==> config.mk <==
export PLATFORM = sky130hd
export DESIGN_NAME = muldiv_iter
export DESIGN_NICKNAME = d
export VERILOG_FILES = /design/src/rtl/muldiv_iter_pkg.sv /design/src/rtl/muldiv_step.sv /design/src/rtl/muldiv_iter.sv
export SDC_FILE = /design/constraint.sdc
export NUM_CORES = 1
export LEC_CHECK = 0
export BUFFER_PORTS_ARGS = -buffer_cell sky130_fd_sc_hd__buf_2
export CAP_MARGIN = 20
export CORE_MARGIN = 1.5
export CORE_UTILIZATION = 35
export DETAILED_ROUTE_END_ITERATION = 10
export HOLD_SLACK_MARGIN = 0.03
export SYNTH_ARGS = -nofsm -noshare
export SYNTH_HDL_FRONTEND = slang
export SYNTH_HIERARCHICAL = 1
export SYNTH_SLANG_ARGS = --single-unit
export TNS_END_PERCENT = 50
==> constraint.sdc <==
create_clock -name i_clk -period 3.45 [get_ports i_clk]
set_input_delay 0.345 -clock i_clk [delete_from_list [all_inputs] [get_ports i_clk]]
set_output_delay 0.345 -clock i_clk [all_outputs]
set_load 0.05 [all_outputs]
==> src/rtl/muldiv_iter_pkg.sv <==
// -----------------------------------------------------------------------------
// muldiv_iter_pkg
// Shared constants for the iterative multiply/divide unit: operation codes,
// HI/LO read-select values and FSM state encodings.
// -----------------------------------------------------------------------------
package muldiv_iter_pkg;

    typedef enum logic [2:0] {
        OP_MULT  = 3'd0,
        OP_MULTU = 3'd1,
        OP_DIV   = 3'd2,
        OP_DIVU  = 3'd3,
        OP_MTHI  = 3'd4,
        OP_MTLO  = 3'd5
    } op_e;

    localparam logic RD_LO = 1'b0;
    localparam logic RD_HI = 1'b1;

    typedef enum logic [1:0] {
        IDLE = 2'd0,
        CALC = 2'd1,
        FIX  = 2'd2
    } state_e;

endpackage

==> src/rtl/muldiv_step.sv <==
// -----------------------------------------------------------------------------
// muldiv_step
// One combinational iteration of the unsigned datapath.
//   multiply : shift-add, {acc,lo} is the partial product, lo holds the
//              unretired multiplier bits (LSB first).
//   divide   : restoring subtract, acc is the partial remainder, lo holds the
//              unretired dividend bits (MSB first) and collects quotient bits.
// Ports:
//   i_is_div      1 = divide step, 0 = multiply step
//   i_acc, i_lo   current accumulator / low register
//   i_opd         multiplicand or divisor (magnitude)
//   o_acc, o_lo   next accumulator / low register
// -----------------------------------------------------------------------------
module muldiv_step #(
    parameter int DATA_WIDTH = 32
) (
    input  logic                  i_is_div,
    input  logic [DATA_WIDTH-1:0] i_acc,
    input  logic [DATA_WIDTH-1:0] i_lo,
    input  logic [DATA_WIDTH-1:0] i_opd,
    output logic [DATA_WIDTH-1:0] o_acc,
    output logic [DATA_WIDTH-1:0] o_lo
);

    logic [DATA_WIDTH:0]   w_sum;
    logic [DATA_WIDTH:0]   w_rem_sh;
    logic [DATA_WIDTH-1:0] w_diff;
    logic                  w_ge;

    assign w_sum    = {1'b0, i_acc} + (i_lo[0] ? {1'b0, i_opd} : '0);
    assign w_rem_sh = {i_acc, i_lo[DATA_WIDTH-1]};
    assign w_ge     = (w_rem_sh >= {1'b0, i_opd});
    // When the subtract is taken the result is below the divisor, so the
    // low DATA_WIDTH bits of the difference are exact.
    assign w_diff   = w_rem_sh[DATA_WIDTH-1:0] - i_opd;

    assign o_acc = i_is_div ? (w_ge ? w_diff : w_rem_sh[DATA_WIDTH-1:0])
                            : w_sum[DATA_WIDTH:1];
    assign o_lo  = i_is_div ? {i_lo[DATA_WIDTH-2:0], w_ge}
                            : {w_sum[0], i_lo[DATA_WIDTH-1:1]};

endmodule

==> src/rtl/muldiv_iter.sv <==
// -----------------------------------------------------------------------------
// muldiv_iter
// Iterative HI/LO multiply/divide unit. Signed operations run on magnitudes
// during CALC and are sign-corrected in a single FIX cycle.
// Ports:
//   i_clk, i_arst_n        clock (rising edge), async active-low reset
//   i_start, i_op          operation request and code (accepted in IDLE only)
//   i_data_a, i_data_b     operands (a = multiplicand/dividend/move source)
//   i_kill                 abort any in-flight operation
//   i_rd_sel, o_dout       HI/LO read port (combinational)
//   o_busy                 operation in flight (CALC or FIX)
//   o_done                 one-cycle completion pulse
//   o_div_zero             one-cycle divide-by-zero pulse
// -----------------------------------------------------------------------------
module muldiv_iter
    import muldiv_iter_pkg::*;
#(
    parameter int DATA_WIDTH     = 32,
    parameter int BITS_PER_CYCLE = 1
) (
    input  logic                  i_clk,
    input  logic                  i_arst_n,
    input  logic                  i_start,
    input  logic [2:0]            i_op,
    input  logic [DATA_WIDTH-1:0] i_data_a,
    input  logic [DATA_WIDTH-1:0] i_data_b,
    input  logic                  i_kill,
    input  logic                  i_rd_sel,
    output logic [DATA_WIDTH-1:0] o_dout,
    output logic                  o_busy,
    output logic                  o_done,
    output logic                  o_div_zero
);

    localparam int N     = DATA_WIDTH / BITS_PER_CYCLE;
    localparam int CNT_W = $clog2(N + 1);

    state_e                r_state;
    logic [CNT_W-1:0]      r_cnt;
    logic [DATA_WIDTH-1:0] r_hi, r_lo;
    logic [DATA_WIDTH-1:0] r_acc, r_lo_acc, r_opd;
    logic                  r_is_div, r_neg_lo, r_neg_hi;
    logic                  r_done, r_div_zero;

    logic                      w_signed, w_sign_a, w_sign_b;
    logic [DATA_WIDTH-1:0]     w_abs_a, w_abs_b;
    logic [2*DATA_WIDTH-1:0]   w_prod_fix;
    logic [DATA_WIDTH-1:0]     w_fix_hi, w_fix_lo;
    logic [DATA_WIDTH-1:0]     w_acc_chain [0:BITS_PER_CYCLE];
    logic [DATA_WIDTH-1:0]     w_lo_chain  [0:BITS_PER_CYCLE];

    // Operand magnitudes; the most-negative value maps to 2^(W-1), which
    // still fits as an unsigned W-bit number.
    assign w_signed = (i_op == OP_MULT) || (i_op == OP_DIV);
    assign w_sign_a = w_signed & i_data_a[DATA_WIDTH-1];
    assign w_sign_b = w_signed & i_data_b[DATA_WIDTH-1];
    assign w_abs_a  = w_sign_a ? -i_data_a : i_data_a;
    assign w_abs_b  = w_sign_b ? -i_data_b : i_data_b;

    assign w_acc_chain[0] = r_acc;
    assign w_lo_chain[0]  = r_lo_acc;

    for (genvar g = 0; g < BITS_PER_CYCLE; g++) begin : g_step
        muldiv_step #(.DATA_WIDTH(DATA_WIDTH)) u_step (
            .i_is_div (r_is_div),
            .i_acc    (w_acc_chain[g]),
            .i_lo     (w_lo_chain[g]),
            .i_opd    (r_opd),
            .o_acc    (w_acc_chain[g+1]),
            .o_lo     (w_lo_chain[g+1])
        );
    end

    // Sign correction applied in FIX.
    always_comb begin
        // NOTE: every output gets a default at the top so no path infers a latch.
        w_prod_fix = r_neg_lo ? -{r_acc, r_lo_acc} : {r_acc, r_lo_acc};
        w_fix_hi   = w_prod_fix[2*DATA_WIDTH-1:DATA_WIDTH];
        w_fix_lo   = w_prod_fix[DATA_WIDTH-1:0];
        if (r_is_div) begin
            w_fix_lo = r_neg_lo ? -r_lo_acc : r_lo_acc;
            w_fix_hi = r_neg_hi ? -r_acc    : r_acc;
        end
    end

    always_ff @(posedge i_clk or negedge i_arst_n) begin
        if (!i_arst_n) begin
            r_state    <= IDLE;
            r_cnt      <= '0;
            r_hi       <= '0;
            r_lo       <= '0;
            r_acc      <= '0;
            r_lo_acc   <= '0;
            r_opd      <= '0;
            r_is_div   <= 1'b0;
            r_neg_lo   <= 1'b0;
            r_neg_hi   <= 1'b0;
            r_done     <= 1'b0;
            r_div_zero <= 1'b0;
        end else begin
            // NOTE: non-blocking assignments so every register samples
            // pre-edge values regardless of statement order.
            r_done     <= 1'b0;
            r_div_zero <= 1'b0;
            if (i_kill) begin
                // Kill beats everything, including a same-cycle start.
                r_state <= IDLE;
                r_cnt   <= '0;
            end else begin
                case (r_state)
                    IDLE: begin
                        if (i_start) begin
                            case (i_op)
                                OP_MULT, OP_MULTU: begin
                                    r_acc    <= '0;
                                    r_lo_acc <= w_abs_b;
                                    r_opd    <= w_abs_a;
                                    r_is_div <= 1'b0;
                                    r_neg_lo <= w_sign_a ^ w_sign_b;
                                    r_neg_hi <= 1'b0;
                                    r_cnt    <= CNT_W'(N);
                                    r_state  <= CALC;
                                end
                                OP_DIV, OP_DIVU: begin
                                    if (i_data_b == '0) begin
                                        r_div_zero <= 1'b1;
                                    end else begin
                                        r_acc    <= '0;
                                        r_lo_acc <= w_abs_a;
                                        r_opd    <= w_abs_b;
                                        r_is_div <= 1'b1;
                                        r_neg_lo <= w_sign_a ^ w_sign_b;
                                        r_neg_hi <= w_sign_a;
                                        r_cnt    <= CNT_W'(N);
                                        r_state  <= CALC;
                                    end
                                end
                                OP_MTHI: r_hi <= i_data_a;
                                OP_MTLO: r_lo <= i_data_a;
                                default: ;
                            endcase
                        end
                    end
                    CALC: begin
                        r_acc    <= w_acc_chain[BITS_PER_CYCLE];
                        r_lo_acc <= w_lo_chain[BITS_PER_CYCLE];
                        r_cnt    <= r_cnt - 1'b1;
                        if (r_cnt == CNT_W'(1)) r_state <= FIX;
                    end
                    FIX: begin
                        r_hi    <= w_fix_hi;
                        r_lo    <= w_fix_lo;
                        r_done  <= 1'b1;
                        r_state <= IDLE;
                    end
                    default: r_state <= IDLE;
                endcase
            end
        end
    end

    assign o_busy     = (r_state != IDLE);
    assign o_done     = r_done;
    assign o_div_zero = r_div_zero;
    assign o_dout     = (i_rd_sel == RD_HI) ? r_hi : r_lo;

endmodule

# After elaboration in Yosys (flattened, before gate mapping)

Cells that the tools add are included.

Register bits: 173
Bits in latches: 0
Memory bits (writable): 0
Memory bits (read-only): 0
Input bits: 72
Output and inout port bits: 35
Word-level logic and storage cells: 112
Memories: 0

Add/sub/neg operators: 8
$mul: 0
Div/mod/pow operators: 0
Order comparisons: 1
Eq/ne operators: 18
Shift operators: 0
Mux-type cells: 52
Bitwise logic cells: 4
Reduce and logical (&&, ||, !) cells: 17

Operators by type and width:

| operator                                                                 | number |
|---|---|
| 32-bit 2-to-1 mux                                                        | 20 |
| 32-bit case mux with 2 select lines                                      | 7 |
| 32-bit negator                                                           | 4 |
| 64-bit 2-to-1 mux                                                        | 1 |
| 64-bit negator                                                           | 1 |
| 32-bit by 33-bit adder with 33-bit output                                | 1 |
| 33-bit by 32-bit greater-or-equal comparator with 1-bit output           | 1 |
| 32-bit logical NOT                                                       | 1 |
| 32-bit subtractor                                                        | 1 |
| 6-bit case mux with 2 select lines                                       | 2 |
| 6-bit 2-to-1 mux                                                         | 3 |
| 4-bit AND reduction                                                      | 4 |
| 1-bit 2-to-1 mux                                                         | 10 |
| 5-bit AND reduction                                                      | 2 |
| 3-bit inequality test (second input constant)                            | 3 |
| 2-bit 2-to-1 mux                                                         | 4 |
| 2-bit case mux with 2 select lines                                       | 2 |
| 2-bit nonzero test                                                       | 4 |
| 3-bit by 2-bit equality test with 1-bit output (second input constant)   | 2 |
| 3-bit equality test (second input constant)                              | 2 |
| 6-bit by 1-bit equality test with 1-bit output (second input constant)   | 1 |
| 1-bit case mux with 2 select lines                                       | 3 |
| 6-bit by 1-bit subtractor with 6-bit output (second input constant)      | 1 |
| 2-bit by 1-bit inequality test with 1-bit output (second input constant) | 2 |
| other kinds (15)                                                         | 18 |

# Longest topological paths before layout

Depth in word-level cells: 8
Mapped depth: 14

# Cells and area by module

The synthesis kept the hierarchy.

Modules (own cells, without submodules):

| module      | times used | cells each | area an instance (µm²) |
|---|---|---|---|
| muldiv_iter | 1          | 1316       | 11194.5 |
| muldiv_step | 1          | 693        | 4735.8 |

# Worst setup path after synthesis

Ideal clock, no wire load.

Kind: register to register
From: register r_lo_acc[0]
To: register r_acc[29]
Library setup time: 121 ps
Arrival: 2973 ps
Required time: 3329 ps
Path slack: 356 ps
Stages on the path, launching flop included: 14
Clock period less this slack: 3094 ps
Path through: dfrtp_1 -> clkbuf_1 -> and2_1 -> ha_1 -> fa_1 -> a21oi_1 -> o21bai_1 -> a311oi_2 -> o21ai_0 -> nand2_1 -> o21bai_1 -> and3_1 -> o31a_1 -> a22o_1

RTL lines:

| item                   | RTL line           | text |
|---|---|---|
| start, declared        | muldiv_iter.sv:41  | `logic [DATA_WIDTH-1:0] r_acc, r_lo_acc, r_opd;` |
| start signal, assigned | muldiv_iter.sv:116 | `r_lo_acc <= w_abs_b;` |
| start signal, assigned | muldiv_iter.sv:129 | `r_lo_acc <= w_abs_a;` |
| start signal, assigned | muldiv_iter.sv:146 | `r_lo_acc <= w_lo_chain[BITS_PER_CYCLE];` |
| end signal, assigned   | muldiv_iter.sv:145 | `r_acc <= w_acc_chain[BITS_PER_CYCLE];` |
| end, declared          | muldiv_iter.sv:41  |  |

# Worst setup path after layout

From: register r_lo_acc[6]
To: register r_hi[5]

Longest elaborated chain between the ends: 4

Ends and longest elaborated chain:

| item                                | RTL line           | text |
|---|---|---|
| 64-bit negator                      | muldiv_iter.sv:77  | `w_prod_fix = r_neg_lo ? -{r_acc, r_lo_acc} : {r_acc, r_lo_acc};` |
| 64-bit 2-to-1 mux                   | muldiv_iter.sv:77  |  |
| 32-bit 2-to-1 mux                   | muldiv_iter.sv:80  | `if (r_is_div) begin` |
| 32-bit case mux with 2 select lines | muldiv_iter.sv:110 | `case (r_state)` |
| end signal, assigned                | muldiv_iter.sv:138 | `OP_MTHI: r_hi <= i_data_a;` |
| end signal, assigned                | muldiv_iter.sv:151 | `r_hi <= w_fix_hi;` |
| end, declared                       | muldiv_iter.sv:40  | `logic [DATA_WIDTH-1:0] r_hi, r_lo;` |

No other way between the ends.
A chain may end at the register's enable or synchronous reset.

==> impl_metrics.toml <==
[logic_synthesis]
ys_ff_latch = 173
synth_top_area_cell = "dfrtp_1"
yosysMostFrequentCell = "nand2_1"
synth_compound_area_frac = 0.266
netlist_top_cells_count = "nand2_1, dfrtp_1, nor2_1"
synth_cells = 2009
synth_mux_area_frac = 0.0551
async_reset_ff_frac = 1.00
synth-xor-area-share = 0.0913
synth_edf_count = 0
synthesis.area_um2 = 15900
synth-simple-area-share = 0.211
ys_seq_area_frac = 0.272
yosysTopAreaCellShare = 0.272
avgSynthCellArea_um2 = 7.93
yosysWarnings = 6
synth-adder-area-share = 0.0575
synth_top_family_by_area = "compound AO/OA/AOI/OAI gates"
synthTopCellsByArea = "dfrtp_1, nand2_1, xnor2_1"
synth_cell_types = 94
ys.flop_type = "dfrtp_1"
synth_nets = 2153

[worst_hold_path]
hold_depth = 3
hold_class = "input port to flip-flop"
min_from = "i_data_a[21]"
min_to = "r_lo[21]$_DFFE_PN0P_"

[power_and_ir_drop]
power_density_nw_per_um2 = 770
ir_worst_vdd_mv = 0.337
p_leak_uw = 0.00815
finalPower_uw = 14300

[global_route]
grt_max_degree = 79
grt_pass1_vias = 15457
gr-total-overflow = 0
grt_use_total = 0.270
grt_pass1_wl_um = 96800
antenna_found_initial = 1
grt_util_met2 = 0.392
met1_usage = 0.399
grt-busiest-layer = "met1"
use_met3 = 0.0563

[sta]
skew_ns = 0.0150
hold_ws_ns = 0.270
slew_headroom = 0.443
max_freq_mhz = 300
period_needed_ns = 3.34
slew_violations = 0
tightest_slew_ns = 0.828
hold_viol = 0
setup_viol = 0
fin_crit_sh = 0.967

[detailed_routing]
drt-initial-drc-count = 1768
ant_nets = 0
vias = 16733
dr.pass1.iters = 5
wire_per_inst_um = 23.2
vias_per_cell = 6.06
drc = 0
totalWireLength_um = 64000

[critical_path]
crit_path_top_delay_cell = "or4_1"
cp_cell_sequence = "or4_4, or4_1, or4_4, nand2_2, o21ai_0, xnor2_1, a221oi_1"
rr_startpoint = "r_lo_acc[6]$_DFFE_PN0P_"
critPathKind = "flip-flop to flip-flop"
cp_common_cell = "or4_4"
worstPathArrival_ns = 3.69
cp_top_family = "simple AND/OR/NAND/NOR gates"
worst_r2r_path_depth = 7
cp-end-kind = "flip-flop"
setup.worst_path.start_class = "flip-flop"
max_stage_delay_ns = 0.69
required_ns = 3.80
crit_fanout = 9
reg2reg_to = "r_hi[5]$_DFFE_PN0P_"
critical_path_buf_inv_count = 0
r2r_slack_ns = 0.11

[place]
numPortBuffers = 106
hpwl_um = 49600
placed_area_um2 = 17900
gp_congestion = 0.977
numPlacedInstances = 2722

[outcome]
status = "finished clean"

[finish]
nets = 2300
finish.utilization = 0.417
fillers = 4527
syn_to_final_growth_pct = 16.8
post_route_cells_drive_above_1_share = 0.186
post-route-cell-area_um2 = 18600
finalNonFillerCells = 2762

[flow_run]
drv_cap = 0

[floorplanning]
rows = 77
die_w_um = 216
core_um2 = 44600
start_util = 0.357
fp.dieH_um = 216
io_pins = 107
dieArea_um2 = 46800

[clock_tree]
cts_tree = "done"
clock_path_buffers = 2
path_clk_slew_ns = 0.08
numCtsBuffers = 17
numClockSinks = 173
insertion_delay_ns = 0.47
clock-root-buffer = "clkbuf_16"
htreeDepth = 4
==> repair_timing <==
item	in CTS	in global routing
pin swaps	0	5
setup buffers	0	6
setup endpoints to repair	1	31
hold buffers	1	0
resized for setup	1	12
endpoints found under the hold margin	75	0
==> per-layer routing <==
metal,up-vias,part of all wire
li1,7650,-
met1,8176,0.45
met2,828,0.42
met3,79,0.094
met4,0,0.026
met5,-,0
==> sequential cells by signal, indices dropped and copies added (netlist names), 2 cells and up <==
register	count
r_lo_acc	32
r_lo	32
r_cnt	6
r_state	2
r_opd	32
r_hi	32
r_acc	32
==> final cells by class <==
cell class                 count  area [um^2]  area share
antenna                        1         2.50    0.000134
tap                          592          741      0.0398
clock inverter                13          190      0.0102
sequential                   173         4330       0.233
clock buffer                  19          443      0.0238
timing repair buffer         253         1710      0.0919
multi-input combinational   1647        10900       0.588
inverter                      64          240      0.0129
==> kinds of logic (layout without fill, tap and decap cells) <==
family          after synthesis  count (layout)
simple gates                709             709
compound gates              621             621
buf+inv                     189             349
flops                       173             173
xor+xnor                    166             166
mux                          79              79
fa+ha+maj                    72              72
other cells                   0               1
==> cells in the final DEF (no fill, tap or decap), types with 42 or more instances in the layout <==
master / n
o21ai_0: 126
nor3_1: 56
nand3_1: 42
nand2_1: 247
xnor2_1: 104
buf_2: 105
nor2_1: 172
dfrtp_1: 171
inv_1: 63
ha_1: 70
xor2_1: 62
mux2_2: 70
a21oi_1: 152
buf_4: 140
==> through the flow <==
step | setup WS (ns) | setup TNS, ns
after floorplan | 0.356 | 0
after global placement | 0.0552 | 0
after detailed placement | 0.0251 | 0
after CTS | 0.0473 | 0
after global routing | -0.00627 | -0.00627
final | 0.113 | 0
==> worst max path at each step <==
stage                             to               startpoint  cells past startpoint  slack, ns
6_report         r_hi[5]$_DFFE_PN0P_  r_lo_acc[6]$_DFFE_PN0P_                      7       0.11
5_1_grt        r_acc[22]$_DFFE_PN0P_     r_opd[4]$_DFFE_PN0P_                     14     -0.006
4_1_cts        r_acc[18]$_DFFE_PN0P_  r_lo_acc[0]$_DFFE_PN0P_                     12       0.05
3_5_place_dp   r_acc[30]$_DFFE_PN0P_  r_lo_acc[0]$_DFFE_PN0P_                     12       0.03
3_3_place_gp   r_acc[30]$_DFFE_PN0P_  r_lo_acc[0]$_DFFE_PN0P_                     12       0.06
2_1_floorplan  r_acc[29]$_DFFE_PN0P_  r_lo_acc[0]$_DFFE_PN0P_                     13       0.36
==> worst min-delay path, delay by kind of cell <==
kind                   cells  cell delay [ns]
AO/OA/AOI/OAI              1             0.11
buffers and inverters      1             0.15
AND/OR/NAND/NOR            1             0.09
==> where the power goes <==
group	internal, uW	switching, uW
clock network	1200	1000
registers	2590	547
logic	3510	5470
total	7300	7020
No activity file was read; power rests on OpenSTA's default activity.
